===== config.mk =====
export PLATFORM = sky130hd
export DESIGN_NAME = tl_ul_arb2
export DESIGN_NICKNAME = d
export VERILOG_FILES = /design/src/rtl/tl_ul_arb2.sv
export SDC_FILE = /design/constraint.sdc
export NUM_CORES = 1
export LEC_CHECK = 0
export CAP_MARGIN = 30
export CORE_AREA = 2 2 152 154
export CTS_CLUSTER_SIZE = 40
export DETAILED_ROUTE_END_ITERATION = 10
export DIE_AREA = 0 0 154 156
export DONT_BUFFER_PORTS = 1
export PLACE_DENSITY_LB_ADDON = 0.15
export RECOVER_POWER = 25
export SLEW_MARGIN = 20
export SYNTH_ARGS = -nofsm -noshare
export SYNTH_HDL_FRONTEND = slang
export SYNTH_SLANG_ARGS = --single-unit

===== constraint.sdc =====
create_clock -name clock -period 2.4 [get_ports clock]
set_input_delay 0 -clock clock [delete_from_list [all_inputs] [get_ports clock]]
set_output_delay 0 -clock clock [all_outputs]
set_load 0.02 [all_outputs]

===== src/rtl/tl_ul_arb2.sv =====
// Two-master TileLink-UL arbiter onto a single slave A/D port.
// Round-robin A grant held across stalls, source tagging, D routing, outstanding limits.
module tl_ul_arb2 #(
    parameter int SRC_W = 3,
    parameter int OUT_W = 2
) (
    input  logic             clock,
    input  logic             reset_n,
    input  logic             quiesce,
    output logic             idle,

    input  logic             m0_a_valid,
    output logic             m0_a_ready,
    input  logic [2:0]       m0_a_opcode,
    input  logic [2:0]       m0_a_param,
    input  logic [1:0]       m0_a_size,
    input  logic [SRC_W-1:0] m0_a_source,
    input  logic [31:0]      m0_a_address,
    input  logic [3:0]       m0_a_mask,
    input  logic [31:0]      m0_a_data,
    input  logic             m0_a_corrupt,
    output logic             m0_d_valid,
    input  logic             m0_d_ready,
    output logic [2:0]       m0_d_opcode,
    output logic [1:0]       m0_d_param,
    output logic [1:0]       m0_d_size,
    output logic [SRC_W-1:0] m0_d_source,
    output logic             m0_d_denied,
    output logic             m0_d_corrupt,
    output logic [31:0]      m0_d_data,

    input  logic             m1_a_valid,
    output logic             m1_a_ready,
    input  logic [2:0]       m1_a_opcode,
    input  logic [2:0]       m1_a_param,
    input  logic [1:0]       m1_a_size,
    input  logic [SRC_W-1:0] m1_a_source,
    input  logic [31:0]      m1_a_address,
    input  logic [3:0]       m1_a_mask,
    input  logic [31:0]      m1_a_data,
    input  logic             m1_a_corrupt,
    output logic             m1_d_valid,
    input  logic             m1_d_ready,
    output logic [2:0]       m1_d_opcode,
    output logic [1:0]       m1_d_param,
    output logic [1:0]       m1_d_size,
    output logic [SRC_W-1:0] m1_d_source,
    output logic             m1_d_denied,
    output logic             m1_d_corrupt,
    output logic [31:0]      m1_d_data,

    output logic             s_a_valid,
    input  logic             s_a_ready,
    output logic [2:0]       s_a_opcode,
    output logic [2:0]       s_a_param,
    output logic [1:0]       s_a_size,
    output logic [SRC_W:0]   s_a_source,
    output logic [31:0]      s_a_address,
    output logic [3:0]       s_a_mask,
    output logic [31:0]      s_a_data,
    output logic             s_a_corrupt,
    input  logic             s_d_valid,
    output logic             s_d_ready,
    input  logic [2:0]       s_d_opcode,
    input  logic [1:0]       s_d_param,
    input  logic [1:0]       s_d_size,
    input  logic [SRC_W:0]   s_d_source,
    input  logic             s_d_denied,
    input  logic [31:0]      s_d_data,
    input  logic             s_d_corrupt
);

    typedef struct packed {
        logic [2:0]       opcode;
        logic [2:0]       param;
        logic [1:0]       size;
        logic [SRC_W-1:0] source;
        logic [31:0]      address;
        logic [3:0]       mask;
        logic [31:0]      data;
        logic             corrupt;
    } a_req_t;

    a_req_t [1:0] a_req;
    a_req_t       a_sel;
    logic [1:0]   a_valid;
    logic [1:0]   a_ready;
    logic [1:0]   d_valid;
    logic [1:0]   d_ready;
    logic [1:0]   d_fire;
    logic [1:0]   elig;
    logic [1:0]   cnt_zero;
    logic [1:0]   cnt_full;

    logic rr_ptr_q, rr_ptr_d;
    logic lock_vld_q, lock_vld_d;
    logic lock_idx_q, lock_idx_d;
    logic gnt_vld, gnt_idx;
    logic a_fire;
    logic d_sel;

    assign a_req[0] = {m0_a_opcode, m0_a_param, m0_a_size, m0_a_source,
                       m0_a_address, m0_a_mask, m0_a_data, m0_a_corrupt};
    assign a_req[1] = {m1_a_opcode, m1_a_param, m1_a_size, m1_a_source,
                       m1_a_address, m1_a_mask, m1_a_data, m1_a_corrupt};
    assign a_valid  = {m1_a_valid, m0_a_valid};
    assign d_ready  = {m1_d_ready, m0_d_ready};
    assign elig     = a_valid & ~cnt_full;

    // A held grant wins over everything so a stalled beat is never withdrawn.
    always_comb begin
        gnt_vld = 1'b0;
        gnt_idx = rr_ptr_q;
        if (lock_vld_q) begin
            gnt_vld = 1'b1;
            gnt_idx = lock_idx_q;
        end else if (!quiesce) begin
            if (elig[rr_ptr_q]) begin
                gnt_vld = 1'b1;
                gnt_idx = rr_ptr_q;
            end else if (elig[~rr_ptr_q]) begin
                gnt_vld = 1'b1;
                gnt_idx = ~rr_ptr_q;
            end
        end
    end

    assign a_sel       = a_req[gnt_idx];
    assign s_a_valid   = reset_n & gnt_vld & a_valid[gnt_idx];
    assign a_fire      = s_a_valid & s_a_ready;
    assign s_a_opcode  = a_sel.opcode;
    assign s_a_param   = a_sel.param;
    assign s_a_size    = a_sel.size;
    assign s_a_source  = {gnt_idx, a_sel.source};
    assign s_a_address = a_sel.address;
    assign s_a_mask    = a_sel.mask;
    assign s_a_data    = a_sel.data;
    assign s_a_corrupt = a_sel.corrupt;

    assign a_ready[0]  = reset_n & gnt_vld & ~gnt_idx & s_a_ready;
    assign a_ready[1]  = reset_n & gnt_vld &  gnt_idx & s_a_ready;
    assign m0_a_ready  = a_ready[0];
    assign m1_a_ready  = a_ready[1];

    // D return: slave source MSB picks the master, payload is broadcast.
    assign d_sel      = s_d_source[SRC_W];
    assign d_valid[0] = reset_n & s_d_valid & ~d_sel;
    assign d_valid[1] = reset_n & s_d_valid &  d_sel;
    assign d_fire     = d_valid & d_ready;
    assign s_d_ready  = reset_n & d_ready[d_sel];

    assign m0_d_valid   = d_valid[0];
    assign m0_d_opcode  = s_d_opcode;
    assign m0_d_param   = s_d_param;
    assign m0_d_size    = s_d_size;
    assign m0_d_source  = s_d_source[SRC_W-1:0];
    assign m0_d_denied  = s_d_denied;
    assign m0_d_corrupt = s_d_corrupt;
    assign m0_d_data    = s_d_data;
    assign m1_d_valid   = d_valid[1];
    assign m1_d_opcode  = s_d_opcode;
    assign m1_d_param   = s_d_param;
    assign m1_d_size    = s_d_size;
    assign m1_d_source  = s_d_source[SRC_W-1:0];
    assign m1_d_denied  = s_d_denied;
    assign m1_d_corrupt = s_d_corrupt;
    assign m1_d_data    = s_d_data;

    always_comb begin
        rr_ptr_d   = rr_ptr_q;
        lock_vld_d = lock_vld_q;
        lock_idx_d = lock_idx_q;
        if (a_fire) begin
            rr_ptr_d   = ~gnt_idx;
            lock_vld_d = 1'b0;
        end else if (s_a_valid) begin
            lock_vld_d = 1'b1;
            lock_idx_d = gnt_idx;
        end
    end

    always_ff @(posedge clock or negedge reset_n) begin
        if (!reset_n) begin
            rr_ptr_q   <= 1'b0;
            lock_vld_q <= 1'b0;
            lock_idx_q <= 1'b0;
        end else begin
            rr_ptr_q   <= rr_ptr_d;
            lock_vld_q <= lock_vld_d;
            lock_idx_q <= lock_idx_d;
        end
    end

    for (genvar n = 0; n < 2; n++) begin : g_cnt
        logic [OUT_W-1:0] cnt_q, cnt_d;
        logic             inc, dec;

        assign inc = a_fire & (gnt_idx == 1'(n));
        assign dec = d_fire[n];

        // An unmatched response never wraps the count below zero.
        always_comb begin
            cnt_d = cnt_q;
            if (inc && !dec) cnt_d = cnt_q + 1'b1;
            else if (dec && !inc && cnt_q != '0) cnt_d = cnt_q - 1'b1;
        end

        always_ff @(posedge clock or negedge reset_n) begin
            if (!reset_n) cnt_q <= '0;
            else          cnt_q <= cnt_d;
        end

        assign cnt_zero[n] = (cnt_q == '0);
        assign cnt_full[n] = &cnt_q;

        a_no_orphan_d: assert property (@(posedge clock) disable iff (!reset_n)
            !(d_fire[n] && cnt_q == '0));
    end

    assign idle = ~lock_vld_q & cnt_zero[0] & cnt_zero[1];

endmodule


Yosys cells after proc, flatten, opt, wreduce, memory -nomap -nowiden
Index checks and enable logic that the tools add are counted.

storage, ports and cells
  register bits after elaboration = 7
  latch bits = 0
  memory bits (writable) = 0
  bits in read-only memories = 0
  bits of input ports = 214
  output and inout bits = 176
  logic and storage cells = 80
  memories = 0

operators by class
  add/sub/neg operators = 4
  multiply operators = 0
  divide/modulo/power cells = 0
  order comparisons = 4
  eq/ne operators = 0
  shift-type cells = 0
  muxes and demuxes = 24
  bitwise logic cells = 23
  reduce and logical (&&, ||, !) cells = 20

operators with widths
  kind                   count
  $mux W80               2
  $mux W1                18
  $and A1 B1 Y1          15
  $reduce_bool A2 Y1     5
  $lt A1 B2 Y1 const B   4
  $mux W2                4
  $logic_and A1 B1 Y1    6
  $reduce_and A2 Y1      3
  $not A1 Y1             5
  $add A2 B1 Y2 const B  2
  $and A2 B2 Y2          2
  $logic_not A1 Y1       4
  $logic_not A2 Y1       2
  $sub A2 B1 Y2 const B  2
  $not A2 Y2             1

Depth between registers and ports, before layout
Gate-level depths: netlist (run 1).

  depth after elaboration = 19
  gate-level depth with buffers = 7
  mapped depth without buffers = 6

Worst setup path after synthesis (run 1)
OpenSTA, ideal clock, no wires.

  path type = reg2reg
  start = reg g_cnt[0].cnt_q[0]
  end = reg lock_vld_q
  library setup time = 79 ps
  arrival = 1955 ps
  required time = 2321 ps
  slack = 366 ps
  cell stages (with the launch flop) = 8
  path buffers = 1
  period minus slack after synthesis = 2034 ps
  cells stage by stage = dfrtp_1 a21bo_2 a311oi_1 o31ai_4 buf_6 mux2i_1 nor2_1 mux2i_1

on the way
  cells in the longest elaborated chain, start to end = 14
  elaborated cells on any way between the ends = 22
  classes of those cells = mux (15); bitwise (5); reduce/logical (2)

RTL lines
  element                                        RTL line  source
  start, declared                                195       logic [OUT_W-1:0] cnt_q, cnt_d;
  start signal, assigned                         210       else cnt_q <= cnt_d;
  $reduce_and A2 Y1 (*)                          214       assign cnt_full[n] = &cnt_q;
  $not A2 Y2 (*)                                 108       assign elig = a_valid & ~cnt_full;
  $and A2 B2 Y2 (*)                              108
  $mux W1 (implied by the code) (2 in a row)     121       end else if (elig[~rr_ptr_q]) begin
  $mux W1                                        121
  $mux W1                                        118       if (elig[rr_ptr_q]) begin
  $mux W1                                        117       end else if (!quiesce) begin
  $mux W1                                        114       if (lock_vld_q) begin
  $mux W1 (implied by the code) (2 in a row)     129       assign s_a_valid = reset_n & gnt_vld & a_valid[gnt_idx];
  $and A1 B1 Y1 (*)                              129
  net s_a_valid                                  52        output logic s_a_valid,
  $and A1 B1 Y1                                  130       assign a_fire = s_a_valid & s_a_ready;
  $mux W1 or $reduce_bool A2 Y1 (tied branches)  --
  end signal, assigned                           189       lock_vld_q <= lock_vld_d;
  end, declared                                  96        logic lock_vld_q, lock_vld_d;

The timed path passes the listed nets; every way through them passes the cells marked *. The select of a mux whose other input is x is not followed.
A chain may end at the register's enable or synchronous reset.

Worst setup path after layout (run 1)
  start = reg g_cnt[1].cnt_q[0]
  end = out s_a_address[1]

on the way
  cells in the longest elaborated chain, start to end = 11
  elaborated cells on any way between the ends = 13
  classes of those cells = mux (10); bitwise (2); reduce/logical (1)

RTL lines
  element                                          RTL line  source
  start, declared                                  195
  start signal, assigned                           210
  $reduce_and A2 Y1 (*)                            214
  $not A2 Y2 (*)                                   108
  $and A2 B2 Y2 (*)                                108
  $mux W1 (implied by the code) (2 in a row)       121
  $mux W1                                          121
  $mux W1 (*)                                      118
  $mux W1 (*)                                      117
  $mux W1 (*)                                      114
  net s_a_source[3]                                57        output logic [SRC_W:0] s_a_source,
  $mux W80 (implied by the code) (*) (2 in a row)  128       assign a_sel = a_req[gnt_idx];
  end, declared                                    58        output logic [31:0] s_a_address,

Marked as above.

==> results of run 1 <==
==> kinds of logic after synthesis <==
group / Yosys count
DFF: 7
muxes: 85
AOI/OAI and AO/OA: 20
and+or+nand+nor: 30
buffers and inverters: 101
==> repair_timing <==
item,4_1_cts,5_1_grt
hold buffers,3,0
endpoints found under the setup margin,0,11
setup buffers,0,2
hold endpoints to repair,9,0
gates resized for setup,0,0
==> cell usage after synthesis <==
master    number
nor3_1         2
buf_2          5
mux2_2        80
nor2_1        10
a311oi_1       1
o21ai_0        5
nand2_1        4
o211ai_1       1
a211oi_1       2
nor4b_1        1
nand2b_1       1
a31oi_1        1
o31ai_4        1
and2_1         1
buf_4         92
mux2i_1        5
nor3b_1        1
dfrtp_1        7
o21ba_2        2
nor2b_1        3
a21oi_1        5
nand3_1        2
buf_6          1
a21bo_2        1
and3_1         4
or3b_2         1
o311ai_4       1
inv_1          3
==> flip-flops by register name, indices dropped and copies added (netlist names) <==
register,count
g_cnt.cnt_q,4
lock_idx_q,1
lock_vld_q,1
rr_ptr_q,1
==> power groups by stage <==
stage	clock network (W)	registers (W)	logic (W)
global route	0.000297	0.000214	0.00225
CTS	0.000293	0.000205	0.00214
floorplan	0	0.000193	0.00214
detailed placement	0	0.000206	0.00212
global placement	0	0.000206	0.00214
finish	0.000285	0.000206	0.00214
==> worst max-delay path, delay by kind of cell, from the launching register on <==
kind | cells | cell delay (ns)
compound gates | 2 | 0.57
buf+inv | 2 | 0.47
flops | 1 | 0.41
mux | 1 | 0.42
simple gates | 1 | 0.15
==> how the worst max path moves through the flow <==
stage | cells past startpoint | slack (ns) | start | to
detailed placement | 7 | 0.30 | g_cnt[1].cnt_q[0] | g_cnt[1].cnt_q[1]
floorplan | 7 | 0.37 | g_cnt[0].cnt_q[0] | lock_vld_q
CTS | 6 | 0.06 | g_cnt[1].cnt_q[0] | s_a_address[8]
finish | 6 | 0.14 | g_cnt[1].cnt_q[0] | s_a_address[1]
global route | 6 | 0.06 | g_cnt[1].cnt_q[0] | s_a_address[8]
global placement | 6 | 0.31 | g_cnt[0].cnt_q[0] | lock_idx_q
==> stage by stage <==
| stage | setup WS [ns] | power [W] | cells | area [um2] |
|---|---|---|---|---|
| global placement | 0.308 | 0.00234 | 436 | 1880 |
| finish | 0.143 | 0.00264 | 445 | 2010 |
| CTS | 0.0557 | 0.00264 | 443 | 1990 |
| floorplan | 0.366 | 0.00233 | 243 | 2180 |
| global route | 0.0576 | 0.00277 | 445 | 2010 |
| detailed placement | 0.304 | 0.00233 | 436 | 1880 |
==> cell type report <==
cell class,instances,share of cell area
clock buffers,4,0.0393
inverters,3,0.00561
multi-input cells,135,0.633
flip-flops and latches,7,0.0873
well taps,285,0.178
repair buffers,11,0.0574
==> metal layers <==
metal / global-route usage / routed length (um)
met2: 0.0858 / 3370
met5: 0 / 0
met4: 0.00846 / 62
met3: 0.0192 / 935
met1: 0.0404 / 1900
==> results.sh, run 1 <==
export IMPL_outcome="completed"
export IMPL_cp_max_fo=25
export IMPL_final_core_density=0.0897
export IMPL_clockBufferDepth=2
export IMPL_net_switching_power_w=0.00142
export IMPL_cap_viol_max_count=0
export IMPL_largest_family_of_logic_cells_by_synthesized_area="multiplexers"
export IMPL_netlist_top_cells_area="mux2_2 (41%), buf_4 (32%), dfrtp_1 (8.0%)"
export IMPL_ratio_of_cells_with_drive_above_1_in_the_final_layout=0.606
export IMPL_num_rows=55
export IMPL_synth_cells=243
export IMPL_sw_frac_of_total=0.537
export IMPL_fin_nets=375
export IMPL_synth_yosys_seq_area_share=0.0802
export IMPL_setup_viol_count_final=0
export IMPL_leak_nw=0.633
export IMPL_slew_violations=0
export IMPL_layout_cells_most_common_list="mux2_2 (80), nor2_1 (10), dfrtp_1 (7)"
export IMPL_hold_path_depth=0
export IMPL_worst_skew_pair_late_latency_ns=0.23
export IMPL_p_comb_frac=0.814
export IMPL_cts_root_buf="clkbuf_16"
export IMPL_cts_reportedPaths_clkPinSlew_ns=0.04
export IMPL_avgViaCountPerCell=3.23
export IMPL_layout_area_seq_um2=175
export IMPL_synth_simple_gate_area_share=0.0705
export IMPL_maxSlewHeadroom=0.661
export IMPL_mappedNetlistArea_um2=2180
export IMPL_clkPwrFrac=0.108
export IMPL_die_width_um=154
export IMPL_synth_cell_types=28
export IMPL_setup_total_negative_slack_ns=0
export IMPL_synth_mux_area_frac=0.436
export IMPL_count_of_yosys_warnings_during_synthesis=0
export IMPL_regToRegStartpoint="g_cnt[0].cnt_q[0]"
export IMPL_cts_inserted_buffers=3
export IMPL_synthesis_area_per_instance_um2=8.98
export IMPL_grt_pass1_wl_um=8010
export IMPL_hold_ws_ns=0.00000783
export IMPL_timing_rr_end="g_cnt[0].cnt_q[0]"
export IMPL_holdCritPathClass="input pin to primary output"
export IMPL_synth_largest_area_cell="mux2_2"
export IMPL_cp_arrival_ns=2.26
export IMPL_cp_slowest_cell="o31ai_4"
export IMPL_synth_nets=457
export IMPL_detail_route_first_pass_iterations=5
export IMPL_grt_pass1_vias=1385
export IMPL_worst_r2r_setup_slack_ns=0.30
export IMPL_hold_start="s_d_corrupt"
export IMPL_grt_antenna_before_repair=0
export IMPL_intPower_w=0.00122
export IMPL_hpwl_um=5480
export IMPL_core_region_area_um2=22400
export IMPL_grt_total_usage=0.0431
export IMPL_remaining_antenna_violation_count=0
export IMPL_most_common_library_cell_in_the_layout_ignoring_fill_and_taps="mux2_2"
export IMPL_io_pins=390
export IMPL_crit_path_start_kind="flip-flop"
export IMPL_wirelength_um=6270
export IMPL_multi_input_area_um2=1270
export IMPL_critical_path_cell_chain="nand2_1 > a31oi_1 > o31ai_4 > buf_12 > buf_4 > mux2_2"
export IMPL_gr_total_overflow=0
export IMPL_drc_markers=0
export IMPL_io_port_bufs=0
export IMPL_peak_supply_drop_v=0.000361
export IMPL_report_final_hold_viol_count=0
export IMPL_gp_congestion=0.671
export IMPL_post_synth_adder_cell_area=0
export IMPL_num_fill_cells=2593
export IMPL_cp_required_ns=2.40
export IMPL_floorplan_die_area_um2=24000
export IMPL_first_iter_violations=74
export IMPL_power_density_cell_area_nw_per_um2=1310
export IMPL_ys_seq_elements=7
export IMPL_power_sequential_fraction=0.078
export IMPL_drt_wirelength_per_cell_um=14.1
export IMPL_yosysTopAreaCellShare=0.413
export IMPL_htreeDepth=1
export IMPL_initial_utilization=0.0976
export IMPL_area_delta_synth_final_pct=-8.08
export IMPL_fin_skew_ns=0.00244
export IMPL_routed_via_count=1436
export IMPL_antenna_cells=0
export IMPL_grt_max_degree=53
export IMPL_min_to="m1_d_corrupt"
export IMPL_chipHeight_um=156
export IMPL_worst_slew_pin_slew_ns=0.507
export IMPL_sinks_on_clock_net=7
export IMPL_unrepaired_setup_endpoints_after_global_routing="false"
export IMPL_crit_type="flip-flop to primary output"
export IMPL_synth_compound_gate_area_share=0.0756
export IMPL_achievable_frequency_mhz=443
export IMPL_fin_crit_sh=0.940
export IMPL_cts_tree="built"
export IMPL_timing_critical_path_slowest_cell_delay_ns=0.43
export IMPL_worst_r2r_path_depth=7
export IMPL_post_route_minimum_period_ns=2.26
export IMPL_synthXorXnorAreaFrac=0
export IMPL_critical_path_endpoint_type="primary output"
(Power assumes the default switching activity.)
==> inputs of run 2 (changes only) <==
CORE_AREA = 2 2 153 155   (was 2 2 152 154)
DIE_AREA = 0 0 155 157   (was 0 0 154 156)
REMOVE_ABC_BUFFERS = 1   (was unset)
==> run 2 against run 1 <==
Worst hold slack barely moved. Design area did not move. Clock skew fell by 0.0020 ns. Clock power rose by 2%. Non-clock buffer count did not move. Critical path depth fell by 1. Final cell count did not move. Setup slack improved by 0.094 ns. Sequential share of layout area did not move. Total power rose by 2.1%. Combinational power rose by 2%. Largest power group unchanged. Highest routed layer is now met5.
==> results.sh, run 2 (synthesized netlist as in run 1, its figures left out) <==
export IMPL_chipHeight_um=157
export IMPL_htreeDepth=1
export IMPL_wirelength_um=12300
export IMPL_fin_nets=375
export IMPL_remaining_antenna_violation_count=0
export IMPL_drc_markers=0
export IMPL_cts_reportedPaths_clkPinSlew_ns=0.04
export IMPL_num_rows=55
export IMPL_core_region_area_um2=22500
export IMPL_net_switching_power_w=0.00147
export IMPL_unrepaired_setup_endpoints_after_global_routing="false"
export IMPL_final_cell_area_um2=2010
export IMPL_outcome="completed"
export IMPL_clockBufferDepth=2
export IMPL_maxSlewHeadroom=0.570
export IMPL_dp_cells=436
export IMPL_avgViaCountPerCell=3.57
export IMPL_layout_cells_most_common_list="mux2_2 (80), nor2_1 (10), dfrtp_1 (7)"
export IMPL_initial_utilization=0.0970
export IMPL_hold_path_depth=0
export IMPL_cts_inserted_buffers=3
export IMPL_power_density_cell_area_nw_per_um2=1340
export IMPL_dp_worst_setup_slack_ns=0.250
export IMPL_placed_cell_area_um2=1880
export IMPL_fin_crit_sh=0.901
export IMPL_num_fill_cells=2578
export IMPL_cp_max_fo=44
export IMPL_p_comb_frac=0.815
export IMPL_leak_nw=0.633
export IMPL_grt_antenna_before_repair=0
export IMPL_ratio_of_cells_with_drive_above_1_in_the_final_layout=0.606
export IMPL_most_common_library_cell_in_the_layout_ignoring_fill_and_taps="mux2_2"
export IMPL_first_iter_violations=106
export IMPL_die_width_um=155
export IMPL_grt_pass1_wl_um=14100
export IMPL_gr_total_overflow=0
export IMPL_slew_violations=0
export IMPL_hpwl_um=11100
export IMPL_fin_skew_ns=0.000417
export IMPL_cap_viol_max_count=0
export IMPL_sinks_on_clock_net=7
export IMPL_detail_route_first_pass_iterations=4
export IMPL_sw_frac_of_total=0.545
export IMPL_report_final_hold_viol_count=0
export IMPL_cts_resized=0
export IMPL_register_name_with_the_most_flops="g_cnt.cnt_q"
export IMPL_worst_r2r_path_depth=7
export IMPL_antenna_cells=0
export IMPL_cp_arrival_ns=2.16
export IMPL_grt_max_degree=45
export IMPL_gp_congestion=0.783
export IMPL_grt_total_usage=0.0880
export IMPL_cts_root_buf="clkbuf_16"
export IMPL_intPower_w=0.00122
export IMPL_worst_slew_pin_slew_ns=0.643
export IMPL_largest_register_ff_count=4
export IMPL_worst_r2r_setup_slack_ns=0.25
export IMPL_holdCritPathClass="input pin to primary output"
export IMPL_cts_tree="built"
export IMPL_timing_final_ws_setup_ns=0.238
export IMPL_io_port_bufs=0
export IMPL_routed_via_count=1589
export IMPL_peak_supply_drop_v=0.000315
export IMPL_power_sequential_fraction=0.077
export IMPL_critical_path_endpoint_type="primary output"
export IMPL_drt_wirelength_per_cell_um=27.7
export IMPL_setup_viol_count_final=0
export IMPL_achievable_frequency_mhz=462
export IMPL_clkPwrFrac=0.108
export IMPL_final_core_density=0.0892
export IMPL_area_delta_synth_final_pct=-8.08
export IMPL_grt_pass1_vias=1444
export IMPL_io_pins=390
export IMPL_worst_skew_pair_late_latency_ns=0.23
export IMPL_layout_cells_non_filler=445
export IMPL_floorplan_die_area_um2=24300
export IMPL_post_route_minimum_period_ns=2.16
export IMPL_cp_required_ns=2.40
export IMPL_crit_type="flip-flop to primary output"
export IMPL_crit_path_start_kind="flip-flop"
run 2: cell counts in the layout (fill, tap and decap cells not counted):
No cell type changed its count.
run 2: layout make-up:
type	instances	area [um2]	area share
clock buffer	4	78.8	0.0393
inverter	3	11.3	0.00561
multi-input combinational	135	1270	0.633
sequential	7	175	0.0873
tap	285	357	0.178
timing repair buffer	11	115	0.0574
run 2: critical path: stages (launching register included):
cell     delay, ns
dfrtp_1       0.41
nand2_1       0.15
a31oi_1       0.14
o31ai_4       0.45
buf_12        0.29
mux2_2        0.45
run 2: power groups by stage:
| stage | Clock (W) | Sequential, W | Combinational, W |
|---|---|---|---|
| 5_1_grt | 0.000309 | 0.000216 | 0.00231 |
| 4_1_cts | 0.000301 | 0.000207 | 0.00219 |
| 2_1_floorplan | 0 | 0.000193 | 0.00185 |
| 3_3_place_gp | 0 | 0.000209 | 0.00219 |
| 3_5_place_dp | 0 | 0.000209 | 0.00219 |
| 6_report | 0.000291 | 0.000208 | 0.00219 |
run 2: timing repair:
item	CTS	global route
hold buffers	3	0
setup endpoints to repair	0	9
endpoints found under the hold margin	9	0
buffers inserted	0	2
run 2: worst paths after layout:
| path | endpoint | start |
|---|---|---|
| max | s_a_data[9] | g_cnt[1].cnt_q[0] |
| min | m0_d_data[0] | s_d_data[0] |
| max reg2reg | g_cnt[0].cnt_q[0] | g_cnt[0].cnt_q[0] |
| min reg2reg | lock_idx_q | lock_idx_q |
| max in group asynchronous | lock_idx_q | reset_n |
| min in group asynchronous | g_cnt[1].cnt_q[0] | reset_n |
run 2: layer usage:
metal / GRT usage / up-vias / wire (um)
met2: 0.120 / 303 / 5000
met1: 0.0792 / 694 / 3700
met4: 0.00220 / 2 / 10
met5: 0.0373 / - / 92
li1: - / 588 / -
met3: 0.121 / 2 / 3520
run 2: per-stage QoR:
stage / TNS (ns) / hold WS, ns / power [W]
final: 0 / 0.000165 / 0.00269
after global routing: 0 / 0.000115 / 0.00283
after CTS: 0 / 0.000283 / 0.00270
after detailed placement: 0 / -0.295 / 0.00240
after global placement: 0 / -0.295 / 0.00240
after floorplan: -111.62 / -0.296 / 0.00205
==> inputs of run 3 (changes only) <==
ABC_AREA = 1   (was unset)
==> run 3 against run 2 <==
Setup slack better by 0.18 ns. Sequential cell count stayed put. Register-to-register slack better by 0.41 ns. Worst hold slack hardly changed. Clock skew is 0.0020 ns higher. Non-clock buffer count is 5 higher. Critical path depth is 4 higher. Design area is 3.7% higher. Final cell count is 44% higher. Clock power is 2% higher. Clock-buffer cell count stayed put. Sequential power is 10% higher.
==> results.sh, run 3 <==
export IMPL_chipHeight_um=157
export IMPL_synthesis_area_per_instance_um2=5.22
export IMPL_drt_wirelength_per_cell_um=22.9
export IMPL_cts_inserted_buffers=3
export IMPL_crit_path_start_kind="flip-flop"
export IMPL_ys_dominant_reg_cell="dfrtp_1"
export IMPL_layout_cells_most_common_list="nand2_1 (266), inv_1 (15), buf_4 (13)"
export IMPL_count_of_yosys_warnings_during_synthesis=0
export IMPL_fin_nets=568
export IMPL_power_density_cell_area_nw_per_um2=1870
export IMPL_synth_cell_types=21
export IMPL_grt_max_degree=58
export IMPL_placed_cell_area_um2=1990
export IMPL_post_route_minimum_period_ns=1.98
export IMPL_routed_via_count=2348
export IMPL_maxSlewHeadroom=0.523
export IMPL_floorplan_die_area_um2=24300
export IMPL_cp_required_ns=2.40
export IMPL_gp_congestion=0.937
export IMPL_holdCritPathClass="input pin to primary output"
export IMPL_largest_register_ff_count=4
export IMPL_peak_supply_drop_v=0.000537
export IMPL_cts_reportedPaths_clkPinSlew_ns=0.04
export IMPL_slew_violations=0
export IMPL_final_core_density=0.0925
export IMPL_cp_arrival_ns=1.98
export IMPL_initial_utilization=0.102
export IMPL_gr_total_overflow=0
export IMPL_report_power_total_w=0.00389
export IMPL_most_common_library_cell_in_the_layout_ignoring_fill_and_taps="nand2_1"
export IMPL_synth_edf_count=0
export IMPL_fin_crit_sh=0.827
export IMPL_avgViaCountPerCell=3.67
export IMPL_cp_slowest_cell="dfrtp_1"
export IMPL_grt_pass1_wl_um=17700
export IMPL_io_pins=390
export IMPL_unrepaired_setup_endpoints_after_global_routing="false"
export IMPL_wirelength_um=14600
export IMPL_grt_total_usage=0.108
export IMPL_register_name_with_the_most_flops="g_cnt.cnt_q"
export IMPL_detail_route_first_pass_iterations=4
export IMPL_sinks_on_clock_net=7
export IMPL_die_width_um=155
export IMPL_ys_seq_elements=7
export IMPL_cts_tree="built"
export IMPL_leak_nw=1.16
export IMPL_timing_critical_path_slowest_cell_delay_ns=0.41
export IMPL_io_port_bufs=0
export IMPL_final_cell_area_um2=2080
export IMPL_htreeDepth=1
export IMPL_outcome="completed"
export IMPL_cpLargestDelayFamily="simple AND/OR/NAND/NOR gates"
export IMPL_synth_cells=440
export IMPL_num_rows=55
export IMPL_grt_pass1_vias=1979
export IMPL_grt_antenna_before_repair=1
export IMPL_netlist_top_cells_area="nand2_1 (43%), buf_4 (29%), dfrtp_1 (7.6%)"
export IMPL_crit_type="flip-flop to primary output"
export IMPL_cap_viol_max_count=0
export IMPL_achievable_frequency_mhz=504
export IMPL_first_iter_violations=125
export IMPL_area_delta_synth_final_pct=-9.47
export IMPL_critical_path_cell_chain="nand2_2 > nand3_1 > a21oi_2 > nand2_2 > nand2_4 > buf_4 > nand2_1 > nand2_1 > buf_4"
export IMPL_core_region_area_um2=22500
export IMPL_fin_skew_ns=0.00242
export IMPL_synth_yosys_seq_area_share=0.0762
export IMPL_ys_async_sr_fraction=1.00
export IMPL_post_synth_top_count_cell="nand2_1"
export IMPL_clockBufferDepth=2
export IMPL_mappedNetlistArea_um2=2300
export IMPL_cts_root_buf="clkbuf_16"
export IMPL_worst_slew_pin_slew_ns=0.710
export IMPL_setup_viol_count_final=0
export IMPL_cp_max_fo=33
export IMPL_worst_skew_pair_late_latency_ns=0.24
export IMPL_synth_largest_area_cell="nand2_1"
export IMPL_worst_r2r_setup_slack_ns=0.66
export IMPL_hpwl_um=13100
export IMPL_yosysTopAreaCellShare=0.434
export IMPL_drc_markers=0
export IMPL_worst_path_buf_inv=2
export IMPL_report_final_hold_viol_count=0
export IMPL_ratio_of_cells_with_drive_above_1_in_the_final_layout=0.0935
export IMPL_remaining_antenna_violation_count=0
export IMPL_yosys_top_cells_count="nand2_1 (266), buf_4 (90), inv_1 (16)"
export IMPL_critical_path_endpoint_type="primary output"
[run 3: cell types whose count changed in the layout (fill, tap and decap cells not counted), sizes merged, moves of 5 or more]
cell and delta:
nand2 +269, mux2 -80, inv +15, nand3 +8
buf +7, mux2i -5, nand4 +5
[run 3: area by class of cell]
cell class / count / area [um2]
antenna: 1 / 2.50
tap: 285 / 357
fill: 2631 / 20400
sequential: 7 / 175
multi-input combinational: 308 / 1250
timing repair buffer: 16 / 148
clock buffer: 4 / 78.8
inverter: 18 / 67.6
[run 3: power breakdown]
part,switching [W],internal (W),leakage [nW]
Combinational,0.00264,0.000721,1.04
Sequential,0.0000550,0.000174,0.0873
Clock,0.0000756,0.000222,0.0382
Total,0.00278,0.00112,1.16
[run 3: kinds of logic (layout without fill, tap and decap cells)]
kind of cell / after synthesis / in the layout / share of synthesized area
and+or+nand+nor: 303 / 303 / 0.532
DFF: 7 / 7 / 0.0762
AOI/OAI and AO/OA: 5 / 5 / 0.0125
other: 0 / 1 / 0
buffers and inverters: 125 / 38 / 0.379
[run 3: repair_timing]
action / in CTS / in global routing
hold endpoints to repair: 7 / 0
hold buffers: 1 / 0
resized for setup: 0 / 0
buffers inserted: 0 / 0
[run 3: per-layer routing]
metal,routed length [um],global-route usage,share of wire,vias to the layer above
met5,241,0.0745,0.016,-
met4,237,0.0194,0.016,4
met3,3970,0.137,0.27,17
met2,5990,0.157,0.41,313
met1,4210,0.0893,0.29,957
li1,-,-,-,1057
[run 3: final timing paths]
| path | start | endpoint | cells past startpoint |
|---|---|---|---|
| worst min-delay path | s_d_data[12] | m0_d_data[12] | 0 |
| worst min register to register | lock_idx_q | lock_idx_q | 2 |
| worst max-delay path | g_cnt[0].cnt_q[0] | s_a_size[1] | 9 |
| min in group asynchronous | reset_n | lock_idx_q | 1 |
| worst max register to register | g_cnt[0].cnt_q[0] | g_cnt[0].cnt_q[1] | 10 |
| max in group asynchronous | reset_n | g_cnt[1].cnt_q[1] | 1 |
[run 3: per-stage QoR]
| stage | instances | hold slack (ns) | setup TNS, ns | setup WS (ns) |
|---|---|---|---|---|
| floorplan | 333 | -0.296 | -38.04 | -0.824 |
| global placement | 633 | -0.295 | 0 | 0.623 |
| detailed placement | 633 | -0.295 | 0 | 0.644 |
| CTS | 638 | 0.000501 | 0 | 0.391 |
| global route | 639 | 0.000118 | 0 | 0.238 |
| finish | 639 | 0.000335 | 0 | 0.415 |
